===== src/rtl/pipe_stage_ctrl.sv =====
`default_nettype none
// ============================================================================
// Module   : pipe_stage_ctrl
// Brief    : DEPTH-stage payload pipeline with stall, flush, bubble collapse,
//            valid/ready ends, occupancy and saturating flushed-entry count.
// Revision : 1.0 - initial release
// ============================================================================
module pipe_stage_ctrl #(
    parameter int WIDTH = 32,
    parameter int DEPTH = 4,
    parameter int CNT_W = 16
) (
    input  logic                       clk,
    input  logic                       rst,
    input  logic                       in_valid,
    output logic                       in_ready,
    input  logic [WIDTH-1:0]           in_data,
    input  logic [DEPTH-1:0]           stall_req,
    input  logic [DEPTH-1:0]           flush_req,
    output logic                       out_valid,
    input  logic                       out_ready,
    output logic [WIDTH-1:0]           out_data,
    output logic [DEPTH-1:0]           stage_valid,
    output logic [DEPTH*WIDTH-1:0]     stage_data,
    output logic [$clog2(DEPTH+1)-1:0] occupancy,
    output logic [CNT_W-1:0]           flushed_cnt
);

    localparam int              c_occW   = $clog2(DEPTH+1);
    localparam logic [CNT_W-1:0] c_cntMax = '1;

    logic [DEPTH-1:0]       r_valid;
    logic [WIDTH-1:0]       r_data [DEPTH];
    logic [c_occW-1:0]      r_occupancy;
    logic [CNT_W-1:0]       r_flushedCnt;

    logic [DEPTH-1:0]       w_fl;
    logic [DEPTH-1:0]       w_hold;
    logic [DEPTH-1:0]       w_nextValid;
    logic [DEPTH-1:0]       w_load;
    logic [WIDTH-1:0]       w_src [DEPTH];
    logic                   w_inReady;
    logic [c_occW-1:0]      w_flushPop;
    logic [CNT_W+c_occW-1:0] w_cntSum;

    function automatic logic [c_occW-1:0] popCount(input logic [DEPTH-1:0] bits);
        logic [c_occW-1:0] n;
        n = '0;
        for (int i = 0; i < DEPTH; i++) begin
            n = n + c_occW'(bits[i]);
        end
        return n;
    endfunction

    // Flush coverage and hold both propagate from the oldest stage downwards.
    always_comb begin
        w_fl   = '0;
        w_hold = '0;
        w_fl[DEPTH-1]   = flush_req[DEPTH-1];
        w_hold[DEPTH-1] = r_valid[DEPTH-1] & (stall_req[DEPTH-1] | ~out_ready);
        for (int i = DEPTH-2; i >= 0; i--) begin
            w_fl[i]   = w_fl[i+1] | flush_req[i];
            w_hold[i] = r_valid[i] & (stall_req[i] | w_hold[i+1]);
        end
    end

    assign w_inReady = ~w_hold[0] & ~(|flush_req);

    always_comb begin
        w_nextValid = '0;
        w_load      = '0;
        for (int i = 0; i < DEPTH; i++) begin
            if (w_fl[i]) begin
                w_nextValid[i] = 1'b0;
            end else if (w_hold[i]) begin
                w_nextValid[i] = 1'b1;
            end else if (i == 0) begin
                w_nextValid[i] = in_valid & w_inReady;
                w_load[i]      = in_valid & w_inReady;
            end else begin
                w_nextValid[i] = r_valid[i-1] & ~w_hold[i-1] & ~w_fl[i-1];
                w_load[i]      = r_valid[i-1] & ~w_hold[i-1] & ~w_fl[i-1];
            end
        end
    end

    assign w_flushPop = popCount(r_valid & w_fl);
    assign w_cntSum   = {{c_occW{1'b0}}, r_flushedCnt} + {{CNT_W{1'b0}}, w_flushPop};

    always_ff @(negedge clk or posedge rst) begin
        if (rst) begin
            r_valid      <= '0;
            r_occupancy  <= '0;
            r_flushedCnt <= '0;
        end else begin
            r_valid     <= w_nextValid;
            r_occupancy <= popCount(w_nextValid);
            if (|w_cntSum[CNT_W+c_occW-1:CNT_W]) begin
                r_flushedCnt <= c_cntMax;
            end else begin
                r_flushedCnt <= w_cntSum[CNT_W-1:0];
            end
        end
    end

    generate
        for (genvar gi = 0; gi < DEPTH; gi++) begin : g_stage
            if (gi == 0) begin : g_head
                assign w_src[gi] = in_data;
            end else begin : g_body
                assign w_src[gi] = r_data[gi-1];
            end

            // Payload is only written when a new item arrives; bubbles keep stale data.
            always_ff @(negedge clk or posedge rst) begin
                if (rst) begin
                    r_data[gi] <= '0;
                end else if (w_load[gi]) begin
                    r_data[gi] <= w_src[gi];
                end
            end

            assign stage_data[gi*WIDTH +: WIDTH] = r_data[gi];
        end
    endgenerate

    assign in_ready    = w_inReady;
    assign out_valid   = r_valid[DEPTH-1] & ~stall_req[DEPTH-1] & ~w_fl[DEPTH-1];
    assign out_data    = r_data[DEPTH-1];
    assign stage_valid = r_valid;
    assign occupancy   = r_occupancy;
    assign flushed_cnt = r_flushedCnt;

endmodule
`default_nettype wire


===== config.mk =====
export PLATFORM = sky130hd
export DESIGN_NAME = pipe_stage_ctrl
export DESIGN_NICKNAME = d
export VERILOG_FILES = /design/src/rtl/pipe_stage_ctrl.sv
export SDC_FILE = /design/constraint.sdc
export NUM_CORES = 1
export LEC_CHECK = 0
export CAP_MARGIN = 10
export CORE_ASPECT_RATIO = 0.5
export CORE_MARGIN = 1.5
export CORE_UTILIZATION = 48
export CTS_BUF_LIST = sky130_fd_sc_hd__clkbuf_16
export DETAILED_ROUTE_END_ITERATION = 8
export PLACE_DENSITY = 0.95
export SYNTH_ARGS = -nofsm -noshare
export SYNTH_HDL_FRONTEND = slang
export SYNTH_SLANG_ARGS = --single-unit

===== constraint.sdc =====
create_clock -name clk -period 15.14 [get_ports clk]
set_input_delay 3.028 -clock clk [delete_from_list [all_inputs] [get_ports clk]]
set_output_delay 3.028 -clock clk [all_outputs]
set_load 0.01 [all_outputs]

==> flow_metrics.py <==
metrics = {
    "floorplan": {
        "dieArea_mm2": 0.0138,
        "die-width_um": 165,
        "core_mm2": 0.0127,
        "ios": 229,
        "die_y_um": 83.8,
        "start_util_pct": 49.4,
        "num_rows": 29,
    },
    "synth": {
        "synthDistinctLibCells": 40,
        "synth_top_area_cell": "dfrtn_1",
        "avgSynthCellArea_um2": 14.7,
        "synth_area_leaders": "dfrtn_1 60%, mux2_2 23%, buf_4 4.5%",
        "syn_nets": 477,
        "synth_warnings": 0,
        "ys_seq_elements": 151,
        "synth.top_cell.area_share_pct": 60.3,
        "synth_cells": 426,
        "synth_edf_count": 0,
        "yosys_most_used_dff": "dfrtn_1",
        "synth_common_cells": "151 x dfrtn_1, 130 x mux2_2, 38 x buf_4, 16 x nand2_1, 7 x a21oi_1",
        "ys_seq_area_share_pct": 60.3,
        "synth_most_common_cell": "dfrtn_1",
        "synthArstFlopShare_pct": 100,
        "syn_area_mm2": 0.00627,
    },
    "pwr": {
        "power_density_mw_per_mm2": 109,
        "vdd_drop_max_uv": 75.4,
        "p_leak_nw": 4.12,
    },
    "clock_tree": {
        "cts_sinks": 151,
        "cts_tree": "built",
        "cts_max_path_buffers": 2,
        "clk_pin_slew_ns": 0.05,
        "cts_setup_buffers": 0,
        "cts_buffers": 17,
        "ctsResizeCount": 0,
        "clk_latency_ns": 0.39,
        "postCtsHoldBufs": 0,
        "cts_root_buf": "clkbuf_16",
        "htreeDepth": 4,
    },
    "final_layout": {
        "fin_cells": 816,
        "n_antenna_cell": 0,
        "syn_to_final_growth_pct": 45.2,
        "nFillCells": 842,
        "final_layout_size_suffix_gt1_share_pct": 27.4,
        "final_net_count": 684,
    },
    "global_routing": {
        "use_met3_pct": 4.87,
        "grt_pass1_vias": 4424,
        "use_met1_pct": 28.0,
        "track_usage_pct": 23.3,
        "antenna_found_initial": 0,
        "grt_max_degree": 124,
        "grt-ovfl-total": 0,
        "grtUsageMet2_pct": 40.9,
        "grt_pass1_wl_um": 24400,
        "grt.busiest_layer": "met2",
    },
    "worst_setup_path": {
        "crit_type": "primary input to flip-flop",
        "timing.rr.end": "occupancy[1]",
        "critical_path_required_ns": 7.98,
        "reg2reg_depth": 8,
        "arrival_ns": 6.62,
        "crit_path_start_kind": "primary input",
        "cp_max_fo": 13,
        "worstReg2RegStart": "stage_valid[2]",
        "endpoint_kind": "flip-flop",
        "r2r_slack_ns": 11.98,
    },
    "run_status": {
        "status": "complete, no violations",
    },
    "timing": {
        "worstMarginPinSlew_ns": 1.22,
        "drv_slew": 0,
        "rsz0062_at_grt": "no",
        "setup_tns_ns": 0,
        "skew_ns": 0.00893,
        "finalSetupViolCount": 0,
        "slew_headroom_pct": 18.5,
        "hold_violations": 0,
    },
    "route": {
        "drt-pass1-iter-count": 4,
        "postRouteAntennaNets": 0,
        "wire_per_inst_um": 19.0,
        "vias": 4245,
        "wl_um": 15500,
        "drc": 0,
        "dr.first_iter.drc_count": 203,
        "vias_per_cell": 5.20,
    },
    "placement": {
        "placed_cells": 783,
        "place_congestion": 0.849,
        "port-buffer-count": 228,
        "hpwl_um": 10700,
    },
    "hold_path": {
        "holdPathStages": 1,
        "min_path_type": "flip-flop to flip-flop",
        "worstHoldStart": "stage_data[69]",
        "min_to": "out_data[5]",
    },
    "run": {
        "maxCapViolations": 0,
    },
}
sequential cells by signal, indices dropped and copies added, names as in the netlist:
signal / count
flushed_cnt: 16
occupancy: 3
out_data: 32
stage_data: 96
stage_valid: 4
cells by family after synthesis:
logic type	Yosys count	synth area share, %
buffers and inverters	52	5.57
flip-flops	151	60.3
AO/OA/AOI/OAI	25	3.05
multiplexers	131	23.5
XOR/XNOR	7	0.978
AND/OR/NAND/NOR	53	4.75
adder cells (fa/ha/maj)	7	1.88
per-layer routing:
layer / share of wire (%) / wire [um]
met1: 40 / 6150
met2: 54 / 8430
met3: 3.2 / 491
met4: 2.7 / 418
met5: 0 / 0
placed cells by master (no fill, tap or decap), types with 3 or more instances in the layout:
cell             count
clkdlybuf4s50_1    228
dfrtn_1            151
mux2_2             130
clkbuf_16           17
nand2_1             16
a21oi_1              7
inv_1                7
xnor2_1              6
nor2_1               5
inv_6                5
nor2b_1              4
nor3_1               4
nand3_1              4
fa_1                 4
clkinvlp_4           4
buf_4                4
nand2b_1             3
o21ai_0              3
a31oi_1              3
and4_1               3
o21ai_2              3
ha_1                 3
area by class of cell:
| cell class | instances | area [um2] | area share, % |
|---|---|---|---|
| clock buffer | 17 | 425 | 4.67 |
| clock inverter | 15 | 130 | 1.43 |
| inverter | 6 | 27.5 | 0.302 |
| multi-input combinational | 223 | 2170 | 23.9 |
| sequential | 151 | 3780 | 41.5 |
| tap | 170 | 213 | 2.34 |
| timing repair buffer | 234 | 2360 | 25.9 |
how the worst max path moves through the flow:
stage,endpoint,depth (start not counted),start,slack (ns)
after floorplan,flushed_cnt[0],1,rst,0.64
after global placement,flushed_cnt[1],12,flush_req[3],1.18
after detailed placement,flushed_cnt[9],12,flush_req[3],0.98
after CTS,flushed_cnt[9],12,flush_req[3],1.40
after global routing,flushed_cnt[14],12,flush_req[3],1.16
final,flushed_cnt[9],12,flush_req[3],1.36
stage by stage:
stage / total power, mW / setup WS [ns] / util, % / instance area, um2 / hold WS, ns
final: 0.996 / 1.36 / 71.7 / 9110 / 0.472
after global routing: 1.03 / 1.16 / 71.7 / 9110 / 0.489
after CTS: 1.00 / 1.40 / 71.5 / 9080 / 0.473
after detailed placement: 0.603 / 0.982 / 67.1 / 8520 / 0.465
after global placement: 0.597 / 1.18 / 67.1 / 8520 / 0.454
after floorplan: 0.515 / 0.642 / - / 6270 / 0.504
worst max-delay path: stages:
cell	delay [ns]
clkdlybuf4s50_1	0.54
nor2_1	0.26
nand2_1	0.23
nand2_1	0.16
fa_1	0.43
inv_1	0.09
fa_1	0.21
fa_1	0.27
nand4_2	0.17
or4_4	0.58
or3_4	0.49
a21oi_1	0.17
power breakdown:
group | switching [mW] | internal, mW
Combinational | 0.0533 | 0.0823
Sequential | 0.0252 | 0.437
Clock | 0.172 | 0.227
Total | 0.251 | 0.746
Note: power is estimated with default switching activity, not from simulation.
